[config.mk]
export PLATFORM = sky130hd
export DESIGN_NAME = seq_detect_fsm_flat
export DESIGN_NICKNAME = d
export VERILOG_FILES = /design/src/rtl/fsm_pkg.sv /design/src/rtl/seq_detect_fsm_if.sv /design/src/rtl/sat_counter.sv /design/src/rtl/seq_detect_fsm.sv /design/src/flat_wrapper.sv
export SDC_FILE = /design/constraint.sdc
export NUM_CORES = 1
export LEC_CHECK = 0
export BUFFER_PORTS_ARGS = -buffer_cell sky130_fd_sc_hd__buf_2
export CORE_AREA = 2 2 39 41
export CTS_CLUSTER_SIZE = 20
export DETAILED_ROUTE_END_ITERATION = 8
export DIE_AREA = 0 0 41 43
export MAX_ROUTING_LAYER = met4
export PLACE_DENSITY = 0.7
export SYNTH_ARGS = -nofsm -noshare
export SYNTH_HDL_FRONTEND = slang
export SYNTH_SLANG_ARGS = --single-unit
[constraint.sdc]
create_clock -name clk -period 3.9 [get_ports clk]
set_clock_uncertainty 0.15 [all_clocks]
set_input_delay 0 -clock clk [delete_from_list [all_inputs] [get_ports clk]]
set_output_delay 0 -clock clk [all_outputs]
set_load 0.02 [all_outputs]
[src/rtl/fsm_pkg.sv]
// Shared definitions for the serial sequence detector: output-mode constants
// and the elaboration-time helpers that build the KMP transition table.
package fsm_pkg;

    localparam bit MODE_MEALY = 1'b1;
    localparam bit MODE_MOORE = 1'b0;

    // Length of the longest proper prefix of the pattern that is also a suffix
    // of the whole pattern. This is where matching resumes after an
    // overlapping hit.
    function automatic int fail_len(input int pattern, input int width);
        for (int k = width - 1; k >= 1; k--) begin
            if ((pattern & ((1 << k) - 1)) == (pattern >> (width - k))) begin
                return k;
            end
        end
        return 0;
    endfunction

    // Longest pattern prefix that is a suffix of (prefix of length s, then b).
    // A return value equal to width means the whole pattern was just seen.
    // Out-of-range states map to 0 so padded table rows are harmless.
    function automatic int next_state(input int pattern, input int width,
                                      input int s, input int b);
        int str;
        if (s < 0 || s >= width) begin
            return 0;
        end
        str = ((pattern >> (width - s)) << 1) | (b & 1);
        for (int k = s + 1; k >= 1; k--) begin
            if ((str & ((1 << k) - 1)) == (pattern >> (width - k))) begin
                return k;
            end
        end
        return 0;
    endfunction

endpackage

[src/rtl/seq_detect_fsm_if.sv]
// Serial stream and result signals between a front end and the detector.
interface seq_detect_fsm_if #(
    parameter int COUNT_W = 8,
    parameter int STATE_W = 3
);
    logic               clr;
    logic               din_valid;
    logic               din;
    logic               dout;
    logic [COUNT_W-1:0] match_count;
    logic [STATE_W-1:0] state_o;

    modport master (
        output clr, din_valid, din,
        input  dout, match_count, state_o
    );

    modport slave (
        input  clr, din_valid, din,
        output dout, match_count, state_o
    );
endinterface

[src/rtl/sat_counter.sv]
// Up-counter that sticks at all-ones; synchronous clear, async active-low reset.
module sat_counter #(
    parameter int WIDTH = 8
) (
    input  logic             clk,
    input  logic             rst,
    input  logic             clr,
    input  logic             inc,
    output logic [WIDTH-1:0] count
);

    logic [WIDTH-1:0] count_q;
    logic [WIDTH-1:0] count_d;

    // Counter register
    always_ff @(posedge clk or negedge rst) begin
        if (!rst) begin
            count_q <= '0;
        end else begin
            count_q <= count_d;
        end
    end

    // Clear wins over increment; increment stops at the maximum value
    always_comb begin
        count_d = count_q;
        if (clr) begin
            count_d = '0;
        end else if (inc && (count_q != {WIDTH{1'b1}})) begin
            count_d = count_q + WIDTH'(1);
        end
    end

    assign count = count_q;

endmodule

[src/rtl/seq_detect_fsm.sv]
// Serial pattern detector. The state is the length of the pattern prefix
// currently matched; transitions come from a KMP table built at elaboration.
module seq_detect_fsm
    import fsm_pkg::*;
#(
    parameter int                   PATTERN_W = 4,
    parameter logic [PATTERN_W-1:0] PATTERN   = 4'b1011,
    parameter bit                   OVERLAP   = 1'b1,
    parameter bit                   MEALY     = 1'b1,
    parameter int                   COUNT_W   = 8
) (
    input  logic               clk,
    input  logic               rst,
    seq_detect_fsm_if.slave    bus
);

    localparam int STATE_W     = $clog2(PATTERN_W + 1);
    localparam int NUM_ROWS    = 1 << STATE_W;
    localparam int PATTERN_INT = int'(PATTERN);
    localparam int FAIL_LEN    = fail_len(PATTERN_INT, PATTERN_W);
    localparam bit IS_MEALY    = (MEALY == MODE_MEALY);

    // Table is padded to a power of two so the state register indexes it
    // directly; padded rows fall back to S0 and are never reached.
    logic [STATE_W-1:0] next_tbl  [NUM_ROWS][2];
    logic               match_tbl [NUM_ROWS][2];

    genvar gi;
    genvar gb;
    generate
        for (gi = 0; gi < NUM_ROWS; gi++) begin : g_row
            for (gb = 0; gb < 2; gb++) begin : g_bit
                localparam int K    = next_state(PATTERN_INT, PATTERN_W, gi, gb);
                localparam bit HIT  = (K == PATTERN_W);
                localparam int DEST = HIT ? (OVERLAP ? FAIL_LEN : 0) : K;
                assign next_tbl[gi][gb]  = STATE_W'(DEST);
                assign match_tbl[gi][gb] = HIT;
            end
        end
    endgenerate

    logic [STATE_W-1:0] state_q;
    logic [STATE_W-1:0] state_d;
    logic               moore_q;
    logic               moore_d;
    logic               match;

    // State register and registered Moore flag
    always_ff @(posedge clk or negedge rst) begin
        if (!rst) begin
            state_q <= '0;
            moore_q <= 1'b0;
        end else begin
            state_q <= state_d;
            moore_q <= moore_d;
        end
    end

    // Next state and match detection; clear suppresses any same-cycle match
    always_comb begin
        state_d = state_q;
        match   = 1'b0;
        if (bus.clr) begin
            state_d = '0;
        end else if (bus.din_valid) begin
            state_d = next_tbl[state_q][bus.din];
            match   = match_tbl[state_q][bus.din];
        end
        // The Moore flag follows the match, so it drops after one cycle
        moore_d = match;
    end

    // Output drive: combinational match in Mealy mode, registered flag in Moore mode
    always_comb begin
        bus.dout    = IS_MEALY ? match : moore_q;
        bus.state_o = state_q;
    end

    sat_counter #(
        .WIDTH (COUNT_W)
    ) u_count (
        .clk   (clk),
        .rst   (rst),
        .clr   (bus.clr),
        .inc   (match),
        .count (bus.match_count)
    );

endmodule

[src/flat_wrapper.sv]
// flat-port wrapper written by rule: the top's interface ports become plain ports
module seq_detect_fsm_flat import fsm_pkg::*;
#(
    parameter int                   PATTERN_W = 4,
    parameter logic [PATTERN_W-1:0] PATTERN   = 4'b1011,
    parameter bit                   OVERLAP   = 1'b1,
    parameter bit                   MEALY     = 1'b1,
    parameter int                   COUNT_W   = 8
)
  (clk, rst, bus_clr, bus_din_valid, bus_din, bus_dout, bus_match_count, bus_state_o);
  seq_detect_fsm_if #(.COUNT_W(COUNT_W), .STATE_W(3)) bus_i ();
  input  logic clk;
  input  logic rst;
  input wire logic [$bits(bus_i.clr)-1:0] bus_clr;
  input wire logic [$bits(bus_i.din_valid)-1:0] bus_din_valid;
  input wire logic [$bits(bus_i.din)-1:0] bus_din;
  output wire logic [$bits(bus_i.dout)-1:0] bus_dout;
  output wire logic [$bits(bus_i.match_count)-1:0] bus_match_count;
  output wire logic [$bits(bus_i.state_o)-1:0] bus_state_o;
  assign bus_i.clr = bus_clr;
  assign bus_i.din_valid = bus_din_valid;
  assign bus_i.din = bus_din;
  assign bus_dout = bus_i.dout;
  assign bus_match_count = bus_i.match_count;
  assign bus_state_o = bus_i.state_o;
  seq_detect_fsm #(.PATTERN_W(PATTERN_W), .PATTERN(PATTERN), .OVERLAP(OVERLAP), .MEALY(MEALY), .COUNT_W(COUNT_W)) u_core (.clk(clk), .rst(rst), .bus(bus_i));
endmodule
==> results of run 1 <==
registers in the layout, summed over array words and instances (netlist names):
name / flops
u_core.u_count.count: 8
u_core.bus.state_o: 2
area by class of cell:
class                      count  area (um2)
fill                         124         598
multi-input combinational     49         327
sequential                    10         250
timing repair buffer          22         145
clock buffer                   4        36.3
tap                           16        20.0
inverter                       2        7.51
synth_stat cells:
library cell,count,area [um2]
dfrtp_1,10,250
nor2_1,7,26.3
nand2_1,6,22.5
mux2i_1,4,40.0
nand3_1,4,20.0
a21oi_1,3,15.0
nand2b_1,3,18.8
o21ai_0,3,15.0
nand2_2,2,12.5
nor2b_1,2,12.5
a31oi_1,1,6.26
and4_1,1,8.76
buf_4,1,7.51
clkbuf_1,1,3.75
conb_1,1,3.75
ha_1,1,12.5
inv_1,1,3.75
inv_2,1,3.75
mux2_1,1,11.3
mux2_4,1,15.0
nand4_1,1,6.26
nor3_1,1,5.00
nor3b_1,1,7.51
nor4_1,1,6.26
nor4_4,1,21.3
nor4b_2,1,15.0
o21bai_1,1,7.51
or3_1,1,6.26
or3_4,1,11.3
logic make-up after synthesis:
kind of cell / count (synthesis) / share of synthesized area, %
AND/OR/NAND/NOR: 33 / 33.6
flip-flops: 10 / 42.0
AO/OA/AOI/OAI: 8 / 7.35
multiplexers: 6 / 11.1
buffers and inverters: 4 / 3.15
adder cells (fa/ha/maj): 1 / 2.10
other: 1 / 0.630
per-layer routing:
| layer | up-vias | global-route usage (%) |
|---|---|---|
| met5 | - | - |
| met4 | 0 | 12.0 |
| met3 | 5 | 3.14 |
| li1 | 269 | - |
| met2 | 21 | 29.1 |
| met1 | 253 | 21.6 |
where the power goes:
group          switching, uW  internal, uW  total, uW
clock                   40.5          56.8       97.3
combinational           10.1          8.98       19.1
sequential             0.860           104        105
path summary, 6_finish.rpt:
kind / from / to / slack (ns) / cells after the start
max reg2reg: u_core.bus.state_o[0] / u_core.bus.state_o[0] / 1.91 / 4
min in group asynchronous: rst / u_core.u_count.count[0] / 0.58 / 3
max in group asynchronous: rst / u_core.bus.state_o[1] / 2.70 / 3
max: bus_din_valid / u_core.bus.state_o[0] / 1.90 / 6
min: u_core.u_count.count[2] / u_core.u_count.count[2] / 0.39 / 1
min reg2reg: u_core.u_count.count[2] / u_core.u_count.count[2] / 0.39 / 1
placed cells by master (no fill, tap or decap), drive strengths merged:
cell and count:
a21oi 3, a31oi 1, and4 1, buf 15
clkbuf 4, conb 1, dfrtp 10, dlygate4sd3 7
ha 1, inv 2, mux2 2, mux2i 4
nand2 8, nand2b 3, nand3 4, nand4 1
nor2 7, nor2b 2, nor3 1, nor3b 1
nor4 2, nor4b 1, o21ai 3, o21bai 1
or3 2
through the flow:
step / area [um2] / utilization, %
6_report: 786 / 56.8
5_1_grt: 786 / 56.8
4_1_cts: 786 / 56.8
3_5_place_dp: 679 / 49.1
3_3_place_gp: 679 / 49.1
2_1_floorplan: 596 / -
worst reg2reg max path, delay by kind of cell (launching register included):
| kind | cells | cell delay [ns] |
|---|---|---|
| flip-flops | 1 | 0.41 |
| buffers and inverters | 2 | 1.13 |
| multiplexers | 1 | 0.14 |
| AND/OR/NAND/NOR | 1 | 0.04 |
==> reports/results.ini, run 1 <==
[pwr]
power.density_mw_per_mm2=282
power.total_uw=222
vdd_drop_max_mv=0.157
p_leak_uw=0.000391

[place]
port_buffers=15
dp_hpwl_um=896
post-place-ws_ns=2.16
dp_cells=92
place_congestion=0.758

[clocking]
cts-root-buf=clkbuf_4
cts_resized=0
cts_tree=done
htreeDepth=1
hold_buffers=7
cts-buffers-inserted=3
cts.sinks=10
post_cts_buffers=0
clock_latency_ns=0.28
clock_tree.buffer_depth=2
clk_pin_slew_worst_paths_ns=0.07

[worst_setup_path]
cp-start-kind=primary input
path_delay_family=buffers and inverters
path_cells=dlygate4sd3_1 > buf_2 > mux2i_1 > dlygate4sd3_1 > nor2_1 > dlygate4sd3_1
path_max_fanout=3
arrival_ns=2.01
crit_top_cell=dlygate4sd3_1
criticalPathCategory=primary input to flop
crit_path_end_kind=flop
cp_slowest_cell=dlygate4sd3_1
path_buf_inv=4
cpPeakStageDelay_ns=0.57
required_ns=3.91

[timing]
setup_slack_ns=1.90
setup_viol=0
rsz0062_at_grt=no
final-hold-violation-count=0
fin_crit_ns=2.00
fin_crit_sh_pct=51.3
max_freq_mhz=499
slew_viol_final=0
hold_slack_ns=0.392
fin_setup_tns_ns=0

[yosys]
ys_seq_area_share_pct=42.0
netlist_instances=63
syn_avg_cell_area_um2=9.45
mappedNetlistArea_um2=596
syn_nets=69
synth_warnings=0
ys_ff_latch=10
ys_types=29

[grt]
grt_max_degree=15
antenna_found_initial=0
grt_pass1_vias=528
overflow=0
grt_usage_pct=18.9
grt_pass1_wl_mm=2.12

[run_status]
status=finished clean

[routing]
drt_iter0_markers=10
wl_mm=1.32
met3_length_um=51
wl_met2_um=650
avgRoutedWirePerCell_um=12.8
top_layer=met4
drt-pass1-iter-count=5
routed-via-count=548
vias_per_cell=5.32
post-route-drc-count=0
ant_nets=0
wl_met1_um=574

[die]
initial_core_util_pct=43.0
core-area_mm2=0.00138
die_h_um=43
ios=17
die-area_mm2=0.00176
die_w_um=41
row_count=14

[cells_and_area]
stdcell_count=103
syn2layout_area_growth_pct=31.9
antenna_cells=0
layout-drive-gt1-share_pct=29.9
final_nets=94

[job]
maxCapViolations=0

[min_path]
worst_hold_path_type=flop to flop

(Power assumes the default switching activity.)
==> inputs of run 2 (changes only) <==
Clock period 3.9 ns to 2.1 ns, I/O delays scaled along.
==> run 2 against run 1 <==
  * Flip-flop and latch count is the same
  * Cell area is the same
  * First-iteration DRC count is 10% higher
  * Clock power increased by 84%
  * Total power is 85% higher
  * Core utilization stayed put
  * Critical endpoint unchanged
  * Largest cell class unchanged
==> reports/results.ini, run 2 (synthesis results as in run 1) <==
[run_status]
status=finished clean

[routing]
wl_mm=1.28  ; -2.8%
drt_iter0_markers=11  ; +1
routed-via-count=536  ; -2.2%
post-route-drc-count=0  ; unchanged
drt-pass1-iter-count=3  ; -2
vias_per_cell=5.20  ; -2.2%
avgRoutedWirePerCell_um=12.4  ; -2.8%
ant_nets=0  ; unchanged

[timing]
setup_slack_ns=0.126  ; -1.77 ns
fin_setup_tns_ns=0  ; unchanged
max_freq_mhz=506
setup_viol=0  ; unchanged
fin_crit_ns=1.97
fin_crit_sh_pct=94.0
hold_slack_ns=0.392  ; +0.000568 ns
final-hold-violation-count=0  ; unchanged
rsz0062_at_grt=no
slew_viol_final=0  ; unchanged

[clocking]
cts-buffers-inserted=3  ; unchanged
cts-root-buf=clkbuf_4
clock_latency_ns=0.27  ; about the same
cts.sinks=10  ; unchanged
clock_tree.buffer_depth=2  ; unchanged
post_cts_buffers=0  ; unchanged
cts_tree=done
clk_pin_slew_worst_paths_ns=0.07  ; about the same
cts_resized=0  ; unchanged
hold_buffers=7  ; unchanged
htreeDepth=1  ; unchanged

[die]
row_count=14  ; unchanged
core-area_mm2=0.00138  ; unchanged
ios=17  ; unchanged
die-area_mm2=0.00176  ; unchanged
initial_core_util_pct=43.0  ; unchanged
die_h_um=43  ; unchanged
die_w_um=41  ; unchanged

[worst_setup_path]
crit_path_end_kind=flop
crit_top_cell=dlygate4sd3_1
cp_slowest_cell=dlygate4sd3_1
cpPeakStageDelay_ns=0.56  ; about the same
path_delay_family=buffers and inverters
arrival_ns=1.98  ; -0.03 ns
path_buf_inv=4  ; unchanged
cp-start-kind=primary input
path_cells=dlygate4sd3_1 > buf_2 > mux2i_1 > dlygate4sd3_1 > nor2_1 > dlygate4sd3_1
criticalPathCategory=primary input to flop
path_max_fanout=3  ; unchanged
required_ns=2.11  ; -1.80 ns

[cells_and_area]
layout-drive-gt1-share_pct=29.9  ; unchanged
stdcell_area_um2=786  ; unchanged
final_common_cell=buf_2
final_cell_mix=buf_2, dfrtp_1, nor2_1, dlygate4sd3_1, nand2_1
syn2layout_area_growth_pct=31.9  ; unchanged
final_nets=94  ; unchanged
antenna_cells=0  ; unchanged
largest_reg_flops=8  ; unchanged
regArea_um2=250  ; unchanged
multi_input_area_um2=327  ; unchanged
fillCellCount=124  ; unchanged
stdcell_count=103  ; unchanged

[grt]
grt_max_degree=15  ; unchanged
grt_pass1_vias=527  ; -0.19%
overflow=0  ; unchanged
grt_pass1_wl_mm=2.14  ; +0.99%
antenna_found_initial=0  ; unchanged
grt_usage_pct=18.7  ; -0.23 points

[place]
post-place-ws_ns=0.362  ; -1.80 ns
port_buffers=15  ; unchanged
dp_hpwl_um=899  ; +0.25%
postPlaceCellArea_um2=679  ; unchanged
dp_cells=92  ; unchanged
place_congestion=0.758  ; unchanged

[job]
maxCapViolations=0  ; unchanged

[pwr]
power.density_mw_per_mm2=522  ; +85%
p_leak_uw=0.000391  ; unchanged
vdd_drop_max_mv=0.279  ; +77%

[min_path]
worst_hold_path_type=flop to flop

-- run 2: per-stage QoR --
| step | utilization [%] | power [uW] |
|---|---|---|
| global route | 56.8 | 431 |
| floorplan | - | 213 |
| global placement | 49.1 | 224 |
| finish | 56.8 | 410 |
| detailed placement | 49.1 | 224 |
| CTS | 56.8 | 413 |
-- run 2: metal layers --
layer  GRT usage, %  vias to the layer above  routed length, um
met5              -                        -                  0
met2           28.7                       13                632
li1               -                      269                  -
met3           3.14                        5                 45
met1           22.2                      249                569
met4           10.0                        0                 34
-- run 2: layout make-up --
class	count	share of cell area, %
inverter	2	0.955
sequential	10	31.8
timing repair buffer	22	18.5
clock buffer	4	4.62
multi-input combinational	49	41.6
tap	16	2.55
-- run 2: path summary, 6_finish.rpt --
check	startpoint	endpoint	slack, ns	cells after the start
hold reg to reg	u_core.u_count.count[2]	u_core.u_count.count[2]	0.39	1
min in group asynchronous	rst	u_core.u_count.count[0]	0.58	3
setup reg to reg	u_core.bus.state_o[0]	u_core.bus.state_o[0]	0.13	4
hold / removal	u_core.u_count.count[2]	u_core.u_count.count[2]	0.39	1
max in group asynchronous	rst	u_core.bus.state_o[0]	0.91	3
setup / recovery	bus_din_valid	u_core.bus.state_o[0]	0.13	6
-- run 2: worst register-to-register path: stages, from the launching register on --
cell	delay [ns]
dfrtp_1	0.41
mux2i_1	0.14
dlygate4sd3_1	0.56
nor2_1	0.04
dlygate4sd3_1	0.56
-- run 2: power breakdown --
group,internal [uW],switching (uW),total [uW]
Combinational,16.7,18.5,35.1
Clock,105,73.8,179
Sequential,194,1.55,196
Total,316,93.9,410
